--- config.mk ---
export PLATFORM = sky130hd
export DESIGN_NAME = reg_file_param_flat
export DESIGN_NICKNAME = d
export VERILOG_FILES = /design/src/rtl/reg_file_param_if.sv /design/src/rtl/reg_file_param.sv /design/src/flat_wrapper.sv
export SDC_FILE = /design/constraint.sdc
export NUM_CORES = 1
export LEC_CHECK = 0
export BUFFER_PORTS_ARGS = -buffer_cell sky130_fd_sc_hd__buf_2
export CORE_ASPECT_RATIO = 0.8
export CORE_MARGIN = 2
export CORE_UTILIZATION = 40
export CTS_CLUSTER_SIZE = 40
export DETAILED_ROUTE_END_ITERATION = 12
export PLACE_DENSITY_LB_ADDON = 0.05
export SLEW_MARGIN = 20
export SYNTH_ARGS = -nofsm -noshare
export SYNTH_HDL_FRONTEND = slang
export SYNTH_SLANG_ARGS = --single-unit
--- constraint.sdc ---
create_clock -name CLK -period 5.2 [get_ports CLK]
set_input_delay 0.78 -clock CLK [delete_from_list [all_inputs] [get_ports CLK]]
set_output_delay 0.78 -clock CLK [all_outputs]
set_load 0.1 [all_outputs]
--- src/rtl/reg_file_param_if.sv ---
// Bundles the two write ports and two read ports of reg_file_param.
// The master side is decode/writeback; the slave side is the register file.
interface reg_file_param_if #(
    parameter int DATA_W = 8,
    parameter int ADDR_W = 3
);
    logic              WRITEENABLE1;
    logic [ADDR_W-1:0] WRITEREG1;
    logic [DATA_W-1:0] WRITEDATA1;
    logic              WRITEENABLE2;
    logic [ADDR_W-1:0] WRITEREG2;
    logic [DATA_W-1:0] WRITEDATA2;
    logic [ADDR_W-1:0] READREG1;
    logic [ADDR_W-1:0] READREG2;
    logic [DATA_W-1:0] REGOUT1;
    logic [DATA_W-1:0] REGOUT2;
    logic              REGVALID1;
    logic              REGVALID2;

    modport master (
        output WRITEENABLE1, WRITEREG1, WRITEDATA1,
        output WRITEENABLE2, WRITEREG2, WRITEDATA2,
        output READREG1, READREG2,
        input  REGOUT1, REGOUT2, REGVALID1, REGVALID2
    );

    modport slave (
        input  WRITEENABLE1, WRITEREG1, WRITEDATA1,
        input  WRITEENABLE2, WRITEREG2, WRITEDATA2,
        input  READREG1, READREG2,
        output REGOUT1, REGOUT2, REGVALID1, REGVALID2
    );
endinterface

--- src/rtl/reg_file_param.sv ---
// Two-write / two-read register file with sticky per-register valid bits.
// Optional macro BYPASS_EN forwards same-cycle write data to the read ports.
module reg_file_param #(
    parameter int DATA_W   = 8,
    parameter int ADDR_W   = 3,
    parameter int ZERO_REG = 0
) (
    input logic           CLK,
    input logic           RESET,
    reg_file_param_if.slave bus
);
    localparam int DEPTH = 1 << ADDR_W;

    logic [DATA_W-1:0] stored [DEPTH];
    logic [DEPTH-1:0]  valid;
    logic [ADDR_W-1:0] rd_addr [2];

    assign rd_addr[0] = bus.READREG1;
    assign rd_addr[1] = bus.READREG2;

    genvar gi;
    generate
        for (gi = 0; gi < DEPTH; gi++) begin : g_reg
            localparam logic [ADDR_W-1:0] ADDR = ADDR_W'(gi);
            if (ZERO_REG != 0 && gi == 0) begin : g_zero
                assign stored[gi] = '0;
                assign valid[gi]  = 1'b1;
            end else begin : g_store
                logic [DATA_W-1:0] data_reg;
                logic              valid_reg;
                logic              hit1;
                logic              hit2;

                assign hit1 = bus.WRITEENABLE1 && (bus.WRITEREG1 == ADDR);
                assign hit2 = bus.WRITEENABLE2 && (bus.WRITEREG2 == ADDR);

                // Port 2 is checked first so it wins an address collision.
                always_ff @(posedge CLK or posedge RESET) begin
                    if (RESET) begin
                        data_reg  <= '0;
                        valid_reg <= 1'b0;
                    end else if (hit2) begin
                        data_reg  <= bus.WRITEDATA2;
                        valid_reg <= 1'b1;
                    end else if (hit1) begin
                        data_reg  <= bus.WRITEDATA1;
                        valid_reg <= 1'b1;
                    end
                end

                assign stored[gi] = data_reg;
                assign valid[gi]  = valid_reg;
            end
        end

        for (gi = 0; gi < 2; gi++) begin : g_rd
            logic [DATA_W-1:0] data;
            logic              vld;
`ifdef BYPASS_EN
            logic              fwd_ok;
            assign fwd_ok = !RESET && !(ZERO_REG != 0 && rd_addr[gi] == '0);
`endif
            always_comb begin
                data = stored[rd_addr[gi]];
                vld  = valid[rd_addr[gi]];
`ifdef BYPASS_EN
                if (fwd_ok && bus.WRITEENABLE2 && bus.WRITEREG2 == rd_addr[gi]) begin
                    data = bus.WRITEDATA2;
                    vld  = 1'b1;
                end else if (fwd_ok && bus.WRITEENABLE1 && bus.WRITEREG1 == rd_addr[gi]) begin
                    data = bus.WRITEDATA1;
                    vld  = 1'b1;
                end
`endif
            end
        end
    endgenerate

    assign bus.REGOUT1   = g_rd[0].data;
    assign bus.REGVALID1 = g_rd[0].vld;
    assign bus.REGOUT2   = g_rd[1].data;
    assign bus.REGVALID2 = g_rd[1].vld;
endmodule
--- src/flat_wrapper.sv ---
// flat-port wrapper written by rule: the top's interface ports become plain ports
module reg_file_param_flat 
#(
    parameter int DATA_W   = 8,
    parameter int ADDR_W   = 3,
    parameter int ZERO_REG = 0
)
  (CLK, RESET, bus_WRITEENABLE1, bus_WRITEREG1, bus_WRITEDATA1, bus_WRITEENABLE2, bus_WRITEREG2, bus_WRITEDATA2, bus_READREG1, bus_READREG2, bus_REGOUT1, bus_REGOUT2, bus_REGVALID1, bus_REGVALID2);
  reg_file_param_if #(.DATA_W(DATA_W), .ADDR_W(ADDR_W)) bus_i ();
  input logic CLK;
  input logic RESET;
  input wire logic [$bits(bus_i.WRITEENABLE1)-1:0] bus_WRITEENABLE1;
  input wire logic [$bits(bus_i.WRITEREG1)-1:0] bus_WRITEREG1;
  input wire logic [$bits(bus_i.WRITEDATA1)-1:0] bus_WRITEDATA1;
  input wire logic [$bits(bus_i.WRITEENABLE2)-1:0] bus_WRITEENABLE2;
  input wire logic [$bits(bus_i.WRITEREG2)-1:0] bus_WRITEREG2;
  input wire logic [$bits(bus_i.WRITEDATA2)-1:0] bus_WRITEDATA2;
  input wire logic [$bits(bus_i.READREG1)-1:0] bus_READREG1;
  input wire logic [$bits(bus_i.READREG2)-1:0] bus_READREG2;
  output wire logic [$bits(bus_i.REGOUT1)-1:0] bus_REGOUT1;
  output wire logic [$bits(bus_i.REGOUT2)-1:0] bus_REGOUT2;
  output wire logic [$bits(bus_i.REGVALID1)-1:0] bus_REGVALID1;
  output wire logic [$bits(bus_i.REGVALID2)-1:0] bus_REGVALID2;
  assign bus_i.WRITEENABLE1 = bus_WRITEENABLE1;
  assign bus_i.WRITEREG1 = bus_WRITEREG1;
  assign bus_i.WRITEDATA1 = bus_WRITEDATA1;
  assign bus_i.WRITEENABLE2 = bus_WRITEENABLE2;
  assign bus_i.WRITEREG2 = bus_WRITEREG2;
  assign bus_i.WRITEDATA2 = bus_WRITEDATA2;
  assign bus_i.READREG1 = bus_READREG1;
  assign bus_i.READREG2 = bus_READREG2;
  assign bus_REGOUT1 = bus_i.REGOUT1;
  assign bus_REGOUT2 = bus_i.REGOUT2;
  assign bus_REGVALID1 = bus_i.REGVALID1;
  assign bus_REGVALID2 = bus_i.REGVALID2;
  reg_file_param #(.DATA_W(DATA_W), .ADDR_W(ADDR_W), .ZERO_REG(ZERO_REG)) u_core (.CLK(CLK), .RESET(RESET), .bus(bus_i));
endmodule
==> load_flow_metrics.sql <==
INSERT INTO impl_metrics (metric_group, metric, value, unit) VALUES
('run_status', 'run_status', 'finished clean', ''),
('power', 'clkPwrFrac', '30.8', '%'),
('detailed_routing', 'route.detailed.vias_per_inst', '5.80', ''),
('flow_run', 'max_cap_viol_count', '0', ''),
('sta', 'worst_slew_margin_rel', '31.1', '%'),
('power', 'power_leakage', '2.22', 'nW'),
('critical_path', 'critPathCaptureType', 'output pin', ''),
('power', 'sequentialPowerShare', '36.3', '%'),
('detailed_routing', 'drt_first_iter_violations', '221', ''),
('sta', 'finalHoldViolCount', '0', ''),
('sta', 'final.setup.tns', '0', 'ns'),
('sta', 'worst_slack', '1.98', 'ns'),
('logic_synthesis', 'ys_ff_latch', '72', ''),
('place', 'gpl.final_weighted_congestion', '0.739', ''),
('sta', 'timing_worst_slew_pin_value', '1.03', 'ns'),
('sta', 'finalSetupViolCount', '0', ''),
('logic_synthesis', 'yosys.cell_types.count', '25', ''),
('sta', 'maximum_clock_frequency', '311', 'MHz'),
('power', 'comb_power_share', '32.9', '%'),
('global_route', 'globalRouteOverflowTotal', '0', ''),
('sta', 'min_period', '3.22', 'ns'),
('global_route', 'met1_grt_util', '32.0', '%'),
('logic_synthesis', 'post_synthesis_cell_count', '389', ''),
('place', 'dp_slack', '1.97', 'ns'),
('sta', 'grt_setup_unrepaired', 'false', ''),
('logic_synthesis', 'synth.cell_area', '4620', 'µm²'),
('critical_path', 'timing_worst_setup_path_type', 'in -> out', ''),
('finish', 'finalCoreUtilization', '45.2', '%'),
('critical_path', 'critical_path.max_fanout', '18', ''),
('critical_path', 'worstPathRequired', '4.42', 'ns'),
('sta', 'drv_slew', '0', ''),
('finish', 'largest_register_ff_count', '64', ''),
('power', 'power_switching_share', '36.7', '%'),
('detailed_routing', 'routed_wire_length_per_instance', '23.1', 'µm'),
('clocking', 'clk-insertion-delay-late', '0.33', 'ns'),
('clocking', 'cts.reportedPaths.clkPinSlew', '0.06', 'ns'),
('logic_synthesis', 'ys_seq_area_share', '39.0', '%'),
('sta', 'fin_worst_skew', '0', 'ns'),
('logic_synthesis', 'yosysWarnings', '0', ''),
('logic_synthesis', 'syn_nets', '421', ''),
('floorplan', 'design.core.area', '11400', 'µm²'),
('global_route', 'grt_max_degree', '42', ''),
('finish', 'num-nets-final', '437', ''),
('clocking', 'cts_tree', 'done', ''),
('power', 'pwr_density_cell', '405', 'nW/µm²'),
('global_route', 'number_of_antenna_violations_at_the_first_check_in_global_routing', '0', ''),
('clocking', 'max-clock-path-buffers', '2', ''),
('floorplan', 'top_level_ports', '50', ''),
('clocking', 'postCtsHoldBufs', '0', ''),
('global_route', 'grt_util_met2', '35.0', '%'),
('floorplan', 'fp.dieArea', '12400', 'µm²'),
('finish', 'layout.cells.most_common', 'sky130_fd_sc_hd__dfrtp_1', ''),
('critical_path', 'data_arrival_critical_path', '2.44', 'ns'),
('critical_path', 'cp-start-kind', 'primary input', ''),
('clocking', 'cts-resized-gates', '0', ''),
('detailed_routing', 'postRouteWirelength', '12900', 'µm'),
('power', 'internal_power', '0.00132', 'W'),
('detailed_routing', 'drt_first_pass_iters', '4', ''),
('place', 'io_buffer_count', '49', ''),
('place', 'detailed_place_hpwl', '8080', 'µm'),
('global_route', 'gr-max-usage-layer', 'met2', ''),
('global_route', 'groute.layer.met3.usage', '4.09', '%'),
('finish', 'drive_above_1_share', '23.7', '%'),
('detailed_routing', 'detail-route-antenna-nets', '0', ''),
('global_route', 'grt_pass1_wl', '19800', 'µm'),
('floorplan', 'die_width', '124', 'µm'),
('sta', 'period_utilization', '61.9', '%'),
('floorplan', 'std_cell_rows', '35', ''),
('clocking', 'cts_root_buf', 'sky130_fd_sc_hd__clkbuf_16', ''),
('finish', 'antennaDiodeCount', '0', ''),
('floorplan', 'initial_utilization', '40.6', '%');
[final cells by class]
type	count	area [µm²]
multi-input combinational	270	2580
fill	1089	6240
clock buffer	12	267
timing repair buffer	51	260
inverter	1	3.75
clock inverter	3	40.0
tap	148	185
sequential	72	1800
[synthesized netlist by cell type]
cell                       count  share of area, %
sky130_fd_sc_hd__dfrtp_1      72                39
sky130_fd_sc_hd__mux2i_1      64                14
sky130_fd_sc_hd__a21oi_1      32               3.5
sky130_fd_sc_hd__mux4_1       32                18
sky130_fd_sc_hd__nand2_1      32               2.6
sky130_fd_sc_hd__nor2_1       32               2.6
sky130_fd_sc_hd__o21ai_0      32               3.5
sky130_fd_sc_hd__buf_2        18               1.9
sky130_fd_sc_hd__mux2_2       14               3.4
sky130_fd_sc_hd__clkbuf_1     13               1.1
sky130_fd_sc_hd__buf_1         8              0.65
sky130_fd_sc_hd__and4bb_2      6               1.6
sky130_fd_sc_hd__nand4b_1      6               1.1
sky130_fd_sc_hd__mux2_4        4               1.3
sky130_fd_sc_hd__mux4_2        4               1.9
sky130_fd_sc_hd__nand3b_1      4              0.65
sky130_fd_sc_hd__or3_1         4              0.54
sky130_fd_sc_hd__buf_6         2              0.49
sky130_fd_sc_hd__buf_8         2              0.65
sky130_fd_sc_hd__clkbuf_2      2              0.22
sky130_fd_sc_hd__nand4_1       2              0.27
sky130_fd_sc_hd__buf_4         1              0.16
sky130_fd_sc_hd__inv_1         1             0.081
sky130_fd_sc_hd__nor4b_1       1              0.19
sky130_fd_sc_hd__nor4b_4       1              0.51
[critical path, stage by stage]
cell and delay, ns:
sky130_fd_sc_hd__buf_2 0.45, sky130_fd_sc_hd__mux4_1 0.62, sky130_fd_sc_hd__mux2_2 0.29, sky130_fd_sc_hd__buf_2 0.29
[metrics by stage]
| stage | instances | cell area, µm² | hold slack [ns] |
|---|---|---|---|
| after floorplan | 389 | 4620 | 0.444 |
| after global placement | 542 | 4830 | 0.471 |
| after detailed placement | 542 | 4830 | 0.475 |
| after CTS | 557 | 5140 | 0.487 |
| after global routing | 557 | 5140 | 0.505 |
| final | 557 | 5140 | 0.488 |
[final timing paths]
kind                       slack, ns                               from  cells past startpoint                                  end
setup reg to reg                4.31  u_core.g_reg[2].g_store.valid_reg                      1    u_core.g_reg[2].g_store.valid_reg
hold / removal                  0.49  u_core.g_reg[4].g_store.valid_reg                      1    u_core.g_reg[4].g_store.valid_reg
hold reg to reg                 0.49  u_core.g_reg[4].g_store.valid_reg                      1    u_core.g_reg[4].g_store.valid_reg
max in group asynchronous       3.58                              RESET                      3  u_core.g_reg[0].g_store.data_reg[1]
setup / recovery                1.98                    bus_READREG1[0]                      4                       bus_REGOUT1[7]
min in group asynchronous       0.58                              RESET                      2  u_core.g_reg[0].g_store.data_reg[2]
[cell families after synthesis]
logic type	Yosys count	synth area share, %
compound gates	64	6.93
buf+inv	47	5.25
flops	72	39.0
mux	118	38.7
simple gates	88	10.1
[power groups by stage]
stage | Clock [W] | Combinational [W] | Sequential, W
floorplan | 0 | 0.000599 | 0.000728
global placement | 0 | 0.000682 | 0.000758
detailed placement | 0 | 0.000691 | 0.000766
CTS | 0.000656 | 0.000691 | 0.000756
global route | 0.000678 | 0.000735 | 0.000771
finish | 0.000641 | 0.000685 | 0.000756
[per-layer routing]
metal | routed length, µm | up-vias
met3 | 563 | 8
met5 | 0 | -
met2 | 6290 | 76
met4 | 129 | 0
li1 | - | 1494
met1 | 5880 | 1650
No activity file was read; power rests on OpenSTA's default activity.
